`src/rtl/pipe_pkg.sv`:
```
// Shared types and constants for handshaked pipeline stage registers.
package pipe_pkg;

    typedef enum logic [1:0] {
        EMPTY = 2'd0,
        BUSY  = 2'd1,
        FULL  = 2'd2
    } skid_state_t;

    localparam logic [31:0] NOP_INSN = 32'h0000_0013;

endpackage

```
`src/rtl/pipe_skid_entry.sv`:
```
// One payload register with load-enable and synchronous clear to RESET_DATA.
module pipe_skid_entry #(
    parameter int                DATA_W     = 128,
    parameter logic [DATA_W-1:0] RESET_DATA = '0
) (
    input  logic              clk,
    input  logic              rst,
    input  logic              load,
    input  logic              clear,
    input  logic [DATA_W-1:0] d,
    output logic [DATA_W-1:0] q
);

    // NOTE: the payload register is reset too, so a flushed or reset stage
    // presents RESET_DATA (e.g. a NOP) instead of stale contents.
    // NOTE: non-blocking assignment keeps register updates race-free.
    always_ff @(posedge clk or posedge rst) begin
        if (rst) begin
            q <= RESET_DATA;
        end else if (clear) begin
            q <= RESET_DATA;
        end else if (load) begin
            q <= d;
        end
    end

endmodule

```
`src/rtl/pipe_skid_stage.sv`:
```
// Handshaked pipeline stage with a 2-entry skid buffer and registered o_ready.
// Optional stall counter enabled by defining PIPE_SKID_PERF_EN.
module pipe_skid_stage
    import pipe_pkg::*;
#(
    parameter int                DATA_W     = 128,
    parameter logic [DATA_W-1:0] RESET_DATA = '0,
    parameter int                CNT_W      = 16
) (
    input  logic              i_clk,
    input  logic              i_rst,
    input  logic              i_flush,
    input  logic              i_valid,
    output logic              o_ready,
    input  logic [DATA_W-1:0] i_data,
    output logic              o_valid,
    input  logic              i_ready,
    output logic [DATA_W-1:0] o_data,
    output logic [CNT_W-1:0]  o_stall_cnt
);

    skid_state_t       state, next_state;
    logic              in_fire, out_fire;
    logic              main_load, main_clear, skid_load, skid_clear;
    logic [DATA_W-1:0] main_d, skid_q;

    assign o_valid  = (state == BUSY) || (state == FULL);
    assign in_fire  = i_valid && o_ready;
    assign out_fire = o_valid && i_ready;

    // NOTE: every output of this block gets a default first, so no path
    // through the case can leave one unassigned and infer a latch.
    always_comb begin
        next_state = state;
        main_load  = 1'b0;
        main_clear = 1'b0;
        skid_load  = 1'b0;
        skid_clear = 1'b0;
        main_d     = i_data;
        case (state)
            EMPTY: begin
                if (in_fire) begin
                    next_state = BUSY;
                    main_load  = 1'b1;
                end
            end
            BUSY: begin
                if (in_fire && out_fire) begin
                    main_load = 1'b1;
                end else if (in_fire) begin
                    next_state = FULL;
                    skid_load  = 1'b1;
                end else if (out_fire) begin
                    next_state = EMPTY;
                    main_clear = 1'b1;
                end
            end
            FULL: begin
                if (out_fire) begin
                    next_state = BUSY;
                    main_load  = 1'b1;
                    main_d     = skid_q;
                    skid_clear = 1'b1;
                end
            end
            default: begin
                next_state = EMPTY;
                main_clear = 1'b1;
                skid_clear = 1'b1;
            end
        endcase
        // Flush wins: an accepted input is dropped, a completed output stands.
        if (i_flush) begin
            next_state = EMPTY;
            main_load  = 1'b0;
            skid_load  = 1'b0;
            main_clear = 1'b1;
            skid_clear = 1'b1;
        end
    end

    // o_ready is registered from next_state, so i_ready never reaches it combinationally.
    always_ff @(posedge i_clk or posedge i_rst) begin
        if (i_rst) begin
            state   <= EMPTY;
            o_ready <= 1'b1;
        end else begin
            state   <= next_state;
            o_ready <= (next_state != FULL);
        end
    end

    pipe_skid_entry #(.DATA_W(DATA_W), .RESET_DATA(RESET_DATA)) u_main (
        .clk   (i_clk),
        .rst   (i_rst),
        .load  (main_load),
        .clear (main_clear),
        .d     (main_d),
        .q     (o_data)
    );

    pipe_skid_entry #(.DATA_W(DATA_W), .RESET_DATA(RESET_DATA)) u_skid (
        .clk   (i_clk),
        .rst   (i_rst),
        .load  (skid_load),
        .clear (skid_clear),
        .d     (i_data),
        .q     (skid_q)
    );

`ifdef PIPE_SKID_PERF_EN
    logic [CNT_W-1:0] stall_cnt;

    // Saturating; flush deliberately leaves it alone.
    always_ff @(posedge i_clk or posedge i_rst) begin
        if (i_rst) begin
            stall_cnt <= '0;
        end else if (o_valid && !i_ready && (stall_cnt != '1)) begin
            stall_cnt <= stall_cnt + CNT_W'(1);
        end
    end

    assign o_stall_cnt = stall_cnt;
`else
    assign o_stall_cnt = '0;
`endif

endmodule
```
`config.mk`:
```
export PLATFORM = sky130hd
export DESIGN_NAME = pipe_skid_stage
export DESIGN_NICKNAME = d
export VERILOG_FILES = /design/src/rtl/pipe_pkg.sv /design/src/rtl/pipe_skid_entry.sv /design/src/rtl/pipe_skid_stage.sv
export SDC_FILE = /design/constraint.sdc
export NUM_CORES = 1
export LEC_CHECK = 0
export ABC_AREA = 1
export CORE_MARGIN = 1.5
export CORE_UTILIZATION = 51
export DETAILED_ROUTE_END_ITERATION = 16
export PLACE_DENSITY = 0.77
export SLEW_MARGIN = 15
export SYNTH_ARGS = -nofsm -noshare
export SYNTH_HDL_FRONTEND = slang
export SYNTH_SLANG_ARGS = --single-unit
```
`constraint.sdc`:
```
create_clock -name i_clk -period 11.84 [get_ports i_clk]
set_input_delay 2.368 -clock i_clk [delete_from_list [all_inputs] [get_ports i_clk]]
set_output_delay 2.368 -clock i_clk [all_outputs]
set_load 0.005 [all_outputs]
```
* Yosys cells after proc, flatten, opt, wreduce, memory -nomap -nowiden
Cells that the tools add are included.
** Word-level totals
- Flip-flop bits (word level) :: 259
- Output and inout port bits :: 146
- Logic and storage cells :: 43
- Input port bits :: 133
** Cells by class
- Muxes and demuxes :: 27
- Reductions and logical operators :: 9
- Equality and inequality tests :: 3
** Operators with widths (count)
- 2-to-1 mux 128 bit :: 6
- 2-to-1 mux 2 bit :: 6
- 2-to-1 mux 1 bit :: 11
- case mux 2 bit (3 select lines) :: 1
- case mux 1 bit (2 select lines) :: 2
- nonzero test 2 bit :: 2
- OR reduction 2 bit :: 2
- logical AND 1 bit :: 3
- case mux 1 bit (3 select lines) :: 1
- equality test 2 x 1 -> 1 bit (second input constant) :: 1
- equality test 2 bit (second input constant) :: 1
- zero test 2 bit :: 1
- != test 2 bit (second input constant) :: 1
- logical OR 1 bit :: 1

* Logic depth before layout (Yosys ltp)
Gate-level depths: netlist of the first run.
- Depth in word-level cells :: 9
- Depth in mapped cells :: 11
- Mapped depth without buffers :: 10

* Modules after synthesis
A second synthesis of the first run with hierarchy kept.
** Second synthesis, totals
- Cells, all modules :: 1322
- Area total of the unflattened synthesis :: 12693.4 um^2
** By module, submodules not included
- pipe_skid_entry :: area an instance 5056.1 um^2, cells each 557, sequential area each 3203.1 um^2, instances 2
- pipe_skid_stage :: area an instance 2581.2 um^2, cells each 208, sequential area each 76.3 um^2, instances 1

* Worst setup path before layout of the first run
Ideal clock, no wire load.
- Path kind :: input to register
- Start point :: input port i_valid
- End point :: register u_main.q[0]
- Setup slack :: 8.523 ns
- Library setup time :: 0.065 ns
- Cell stages on the path :: 9
- Required time :: 11.775 ns
- Arrival :: 3.252 ns
- Path through :: nand2_2 inv_2 nand2_1 nand2_1 o21bai_1 buf_2 buf_2 nand3_1 nand2_1
** On the way
- Word-level cells in the longest chain between the ends :: 6
- Elaborated cells between the ends (all ways) :: 12
** Ends and longest elaborated chain
- from (decl) :: line pipe_skid_stage.sv:13 : input logic i_valid,
- logical AND 1 bit * :: line pipe_skid_stage.sv:28 : assign in_fire = i_valid && o_ready;
- 2-to-1 mux 1 bit or logical AND 1 bit (tied branches) :: line pipe_skid_stage.sv:50, pipe_skid_stage.sv:48
- 2-to-1 mux 1 bit :: line pipe_skid_stage.sv:48 : if (in_fire && out_fire) begin
- case mux 1 bit (2 select lines) or case mux 1 bit (3 select lines) (tied branches) :: line pipe_skid_stage.sv:40 : case (state)
- 2-to-1 mux 1 bit :: line pipe_skid_stage.sv:73 : if (i_flush) begin
- 2-to-1 mux 128 bit or nonzero test 2 bit (tied branches)
- to (signal assigned) :: line pipe_skid_entry.sv:19 : q <= RESET_DATA;
- to (signal assigned) :: line pipe_skid_entry.sv:21 : q <= RESET_DATA;
- to (signal assigned) :: line pipe_skid_entry.sv:23 : q <= d;
- to (decl) :: line pipe_skid_entry.sv:11 : output logic [DATA_W-1:0] q
Mark *: on every way between the ends. The rest lies on a longest branch, timed or not.
A chain may end at the register's enable or synchronous reset.

* Worst setup path in the final report of the first run
- Start point :: input port i_ready
- End point :: register u_skid.q[124]
** On the way
- Word-level cells in the longest chain between the ends :: 6
- Elaborated cells between the ends (all ways) :: 10
** Ends and longest elaborated chain
- from (decl) :: line pipe_skid_stage.sv:17 : input logic i_ready,
- logical AND 1 bit * :: line pipe_skid_stage.sv:29 : assign out_fire = o_valid && i_ready;
- logical AND 1 bit :: line pipe_skid_stage.sv:48
- 2-to-1 mux 1 bit :: line pipe_skid_stage.sv:48
- 2-to-1 mux 1 bit :: line pipe_skid_stage.sv:40
- 2-to-1 mux 1 bit :: line pipe_skid_stage.sv:73
- nonzero test 2 bit (no line)
- to (signal assigned) :: line pipe_skid_entry.sv:19
- to (signal assigned) :: line pipe_skid_entry.sv:21
- to (signal assigned) :: line pipe_skid_entry.sv:23
- to (decl) :: line pipe_skid_entry.sv:11
Marks and branches as above.

==> results of run 1 <==
==> worst max path at each step <==
stage               startpoint                        end  slack [ns]  depth (start not counted)
detailed placement     i_ready   u_skid.q[20]$_DFFE_PP0P_        6.09                          7
CTS                    i_ready  u_skid.q[101]$_DFFE_PP0P_        6.63                          8
finish                 i_ready  u_skid.q[124]$_DFFE_PP0P_        6.83                          7
floorplan                i_rst         state[0]$_DFF_PP0_        2.35                          1
global route           i_ready    u_skid.q[2]$_DFFE_PP0P_        6.53                          8
global placement       i_ready    u_skid.q[8]$_DFFE_PP0P_        6.18                          8
==> flip-flops by register name, summed over array words and instances, names as in the netlist <==
register  flops
u_main.q    128
u_skid.q    128
state         2
o_ready       1
==> stage by stage <==
stage | utilization [%] | std cells | hold slack [ns] | total power, mW
CTS | 66.4 | 1993 | 0.512 | 2.46
global route | 66.4 | 1995 | 0.531 | 2.56
detailed placement | 62.3 | 1942 | 0.493 | 1.56
floorplan | - | 1492 | 0.501 | 1.35
finish | 66.4 | 1996 | 0.507 | 2.44
global placement | 62.3 | 1942 | 0.493 | 1.55
==> cell families (layout without fill, tap and decap cells) <==
| group | count (synthesis) | count (layout) | synth area share (%) |
|---|---|---|---|
| other | 1 | 19 | 0.0308 |
| adder cells (fa/ha/maj) | 5 | 5 | 0.513 |
| AND/OR/NAND/NOR | 670 | 670 | 24.7 |
| AO/OA/AOI/OAI | 262 | 262 | 10.8 |
| flip-flops | 259 | 259 | 53.2 |
| buffers and inverters | 280 | 462 | 10.7 |
==> critical path, cell delays in order <==
cell             delay [ns]
clkdlybuf4s50_1        0.56
nand2_1                0.11
nand2_1                0.12
inv_4                  0.24
nand2_4                0.83
buf_6                  0.70
o21ai_0                0.21
==> layer usage <==
metal / vias to the layer above / GRT usage, %
met5: - / 0
met4: 0 / 9.48
met1: 5097 / 35.2
li1: 5183 / -
met2: 390 / 39.6
met3: 63 / 4.79
==> area by class of cell <==
type	instances	area, um2
tap	319	399
antenna	3	7.51
clock inverter	9	100
inverter	138	528
multi-input combinational	953	4500
timing repair buffer	273	2720
sequential	259	6480
fill	1899	7880
clock buffer	42	855
==> synthesized netlist by cell type <==
library cell,instances
nand3_1,390
nand2_1,273
dfrtp_1,258
o21ai_0,258
inv_1,136
buf_4,51
buf_2,46
clkbuf_1,38
buf_1,5
ha_1,5
nor2_1,3
clkbuf_4,2
inv_2,2
nand2_2,2
nor2_2,2
o21bai_1,2
a21oi_1,1
a21oi_2,1
conb_1,1
dfstp_2,1
==> power groups by stage <==
stage               registers, mW  clock network, mW  logic [mW]
floorplan                    1.05                  0       0.304
global placement             1.05                  0       0.495
detailed placement           1.05                  0       0.506
CTS                          1.04              0.908       0.510
global route                 1.05              0.942       0.567
finish                       1.04              0.891       0.508
==> flow_summary_export.csv, run 1 <==
group,metric,value,unit
status,status,"completed",
clock_network,numCtsBuffers,28,
drt,routed.top_layer,"met4",
clock_network,cts_setup_buffers,0,
drt,totalWireLength,31900,um
power,p_leak,7.54,nW
setup_path,reg2regPathDepth,9,
synthesis,synthCells,1477,
power,power_density,156,mW/mm2
drt,wl_per_cell,16.0,um
clock_network,cts_tree,"done",
global_route,grt_max_degree,257,
setup_path,reg2reg_slack,8.33,ns
power,p_comb_share,20.8,%
timing,setup_viol,0,
synthesis,ys_types,20,
worst_hold_path,hold_class,"reg2reg",
timing,slew_violations,0,
clock_network,cts_hold_buf,0,
die,die_h,158,um
die,start_util,51.9,%
final_layout,drive_gt1_share,4.18,%
clock_network,clock-sinks,259,
synthesis,syn_area,0.0122,mm2
drt,met1Wirelength,14000,um
placement,hpwl,18700,um
die,dieArea,0.0248,mm2
setup_path,cp_max_fo,140,
power,seqPwrFrac,42.6,%
synthesis,yosys_register_bits,259,
die,coreArea,0.0235,mm2
synthesis,netlist.area_leader.share,53.0,%
global_route,grt_pass1_vias,10300,
drt,first_pass_iters,5,
drt,final_antenna_net_count,0,
final_layout,nets,1791,
timing,clock_skew,0.00656,ns
setup_path,r2r_end,"u_skid.q[124]$_DFFE_PP0P_",
setup_path,end_kind,"flop",
worst_hold_path,hold_path_depth,2,
synthesis,seq_area_frac_synth,53.2,%
placement,gp_congestion,0.782,
global_route,antenna_found_initial,2,
timing,clock.fmax,199,MHz
timing,rsz0062_at_grt,"no",
drt,vias,10700,
timing,period_share,42.3,%
power,swShare,29.0,%
timing,tightest_slew,1.20,ns
global_route,grt_pass1_wl,51200,um
synthesis,avgSynthCellArea,8.25,um2
final_layout,final_common_cell,"nand3_1",
die,io_pins,279,
placement,dp_slack,6.09,ns
die,die_w,158,um
placement,dpl-instance-area,0.0146,mm2
setup_path,critPathRequiredTime,12.20,ns
timing,layout_setup_ws,6.83,ns
clock_network,htree_levels,1,
drt,drc,0,
die,fp-row-count,56,
synthesis,yosys.area.top_type,"dfrtp_1",
worst_hold_path,hp-start,"u_main.q[54]$_DFFE_PP0P_",
global_route,overflow,0,
setup_path,critPathArrivalTime,5.37,ns
drt,via_per_inst,5.38,
final_layout,layout_common_cells,"389 x nand3_1, 272 x nand2_1, 262 x clkdlybuf4s50_1",
setup_path,worstSetupPathType,"in2reg",
flow_run,drv_cap,0,
drt,dr_wl_met2,14600,um
power,p_sw,706,uW
placement,port_buffers,262,
clock_network,path_clk_slew,0.06,ns
clock_network,root_buffer,"clkbuf_16",
setup_path,cp-start-kind,"input port",
global_route,grt_use_total,25.3,%
clock_network,cts_buffer_depth,3,
power,p_int,1.73,mW
synthesis,yosysWarnings,0,
timing,maxSlewHeadroom,19.8,%
power,ir_worst_vdd,0.118,mV
worst_hold_path,whs_endpoint,"u_main.q[54]$_DFFE_PP0P_",
clock_network,worstSkewPairLatency,0.53,ns
timing,fin_crit,5.01,ns
timing,fin_tns_setup,0,ns
timing,finalHoldViolCount,0,
final_layout,stdcell_area,0.0156,mm2
power,clockPowerShare,36.5,%
drt,dr_wl_met3,2350,um
synthesis,synth_area_leaders,"dfrtp_1 53%, nand3_1 16%, o21ai_0 11%",
final_layout,areaGrowthSynthToFinish,27.9,%
drt,drtIter0Drc,951,
setup_path,r2r-start,"state[0]$_DFF_PP0_",
clock_network,cts_resized,0,
Note: power is estimated with default switching activity, not from simulation.
==> run 2, diff against run 1 <==
clock period = 4.9 ns   (was 11.84 ns; I/O delays follow)
==> flow_summary_export.csv, run 2 (synthesis results as in run 1) <==
group,metric,value,unit
global_route,antenna_found_initial,1,
timing,slew_violations,0,
global_route,grt_use_total,25.1,%
final_layout,layout_common_cells,"389 x nand3_1, 272 x nand2_1, 262 x clkdlybuf4s50_1",
power,p_leak,7.52,nW
timing,maxSlewHeadroom,22.0,%
setup_path,cp_max_fo,7,
drt,first_pass_iters,7,
setup_path,cp-start-kind,"flop",
power,ir_worst_vdd,0.229,mV
clock_network,cts_setup_buffers,0,
clock_network,cts_hold_buf,0,
die,dieArea,0.0248,mm2
drt,totalWireLength,31600,um
timing,fin_tns_setup,0,ns
die,coreArea,0.0235,mm2
power,power_density,370,mW/mm2
final_layout,nets,1791,
setup_path,worstSetupPathType,"reg2out",
placement,hpwl,18400,um
power,finalPower,5.75,mW
drt,via_per_inst,5.43,
die,fp-row-count,56,
drt,drtIter0Drc,1139,
clock_network,path_clk_slew,0.06,ns
clock_network,cts_resized,0,
clock_network,clock-sinks,259,
die,io_pins,279,
clock_network,root_buffer,"clkbuf_16",
timing,rsz0062_at_grt,"no",
placement,gp_congestion,0.789,
clock_network,cts_buffer_depth,3,
setup_path,critPathRequiredTime,3.92,ns
timing,fin_crit,3.01,ns
die,die_w,158,um
die,start_util,51.9,%
clock_network,cts_tree,"done",
status,status,"completed",
setup_path,end_kind,"output pin",
global_route,grt_max_degree,257,
flow_run,drv_cap,0,
drt,wl_per_cell,15.9,um
clock_network,worstSkewPairLatency,0.54,ns
final_layout,final_util,66.3,%
clock_network,numCtsBuffers,27,
final_layout,final_common_cell,"nand3_1",
final_layout,areaGrowthSynthToFinish,27.6,%
drt,final_antenna_net_count,0,
global_route,overflow,0,
timing,clock_skew,0.0101,ns
timing,tightest_slew,1.17,ns
die,die_h,158,um
timing,finalHoldViolCount,0,
placement,port_buffers,262,
drt,drc,0,
drt,vias,10800,
global_route,grt_pass1_wl,50400,um
final_layout,drive_gt1_share,3.95,%
setup_path,critPathArrivalTime,2.03,ns
timing,period_share,61.4,%
final_layout,top_regs,"u_main.q (128), u_skid.q (128), state (2)",
timing,clock.fmax,333,MHz
timing,setup_viol,0,
clock_network,htree_levels,1,
global_route,grt_pass1_vias,9920,
worst_hold_path,hold_class,"reg2reg",
-- run 2: cell types whose count changed in the layout (fill, tap and decap cells not counted), moves of 2 or more --
cell       change
buf_4          -2
buf_12         +4
clkbuf_16      -2
diode_2        -2
-- run 2: area by class of cell --
cell class | instances | area (um2)
Timing Repair Buffer | 274 | 2780
Inverter | 138 | 524
Fill cell | 1946 | 7920
Clock inverter | 7 | 75.1
Tap cell | 319 | 399
Multi-Input combinational cell | 953 | 4500
Clock buffer | 40 | 795
Antenna cell | 1 | 2.50
Sequential cell | 259 | 6480
-- run 2: metrics by stage --
stage | hold WS [ns] | setup slack [ns] | cell area [um2] | std cells
3_3_place_gp | 0.493 | 1.60 | 14700 | 1943
5_1_grt | 0.520 | 1.81 | 15500 | 1990
2_1_floorplan | 0.501 | 0.507 | 12200 | 1492
3_5_place_dp | 0.493 | 1.54 | 14700 | 1943
6_report | 0.507 | 1.89 | 15600 | 1991
4_1_cts | 0.512 | 1.87 | 15500 | 1990
-- run 2: layer usage --
layer,vias to the layer above,global-route usage (%),share of wire [%]
li1,5195,-,-
met1,5148,35.7,44
met2,421,38.8,45
met3,55,5.28,8.3
met4,0,7.68,2.5
met5,-,0,0
-- run 2: worst max-delay path: stages, from the launching register on --
cell and delay (ns):
dfrtp_1 0.46, inv_1 0.11, ha_1 0.39, clkdlybuf4s50_1 0.53
-- run 2: path summary, 6_finish.rpt --
check                                          startpoint                        end  slack, ns  cells after the start
worst max register to register         state[0]$_DFF_PP0_   u_skid.q[93]$_DFFE_PP0P_       2.11                      8
worst min-delay path            u_main.q[107]$_DFFE_PP0P_  u_main.q[107]$_DFFE_PP0P_       0.51                      2
min in group asynchronous                           i_rst   u_main.q[12]$_DFFE_PP0P_       0.99                      3
worst min register to register  u_main.q[107]$_DFFE_PP0P_  u_main.q[107]$_DFFE_PP0P_       0.51                      2
max in group asynchronous                           i_rst  u_main.q[114]$_DFFE_PP0P_       3.32                      3
worst max-delay path                   state[0]$_DFF_PP0_                    o_valid       1.89                      3
-- run 2: power breakdown --
group          switching [mW]  total (mW)  internal [mW]
clock network           0.835        2.01           1.17
registers               0.117        2.51           2.39
logic                   0.739        1.24          0.497
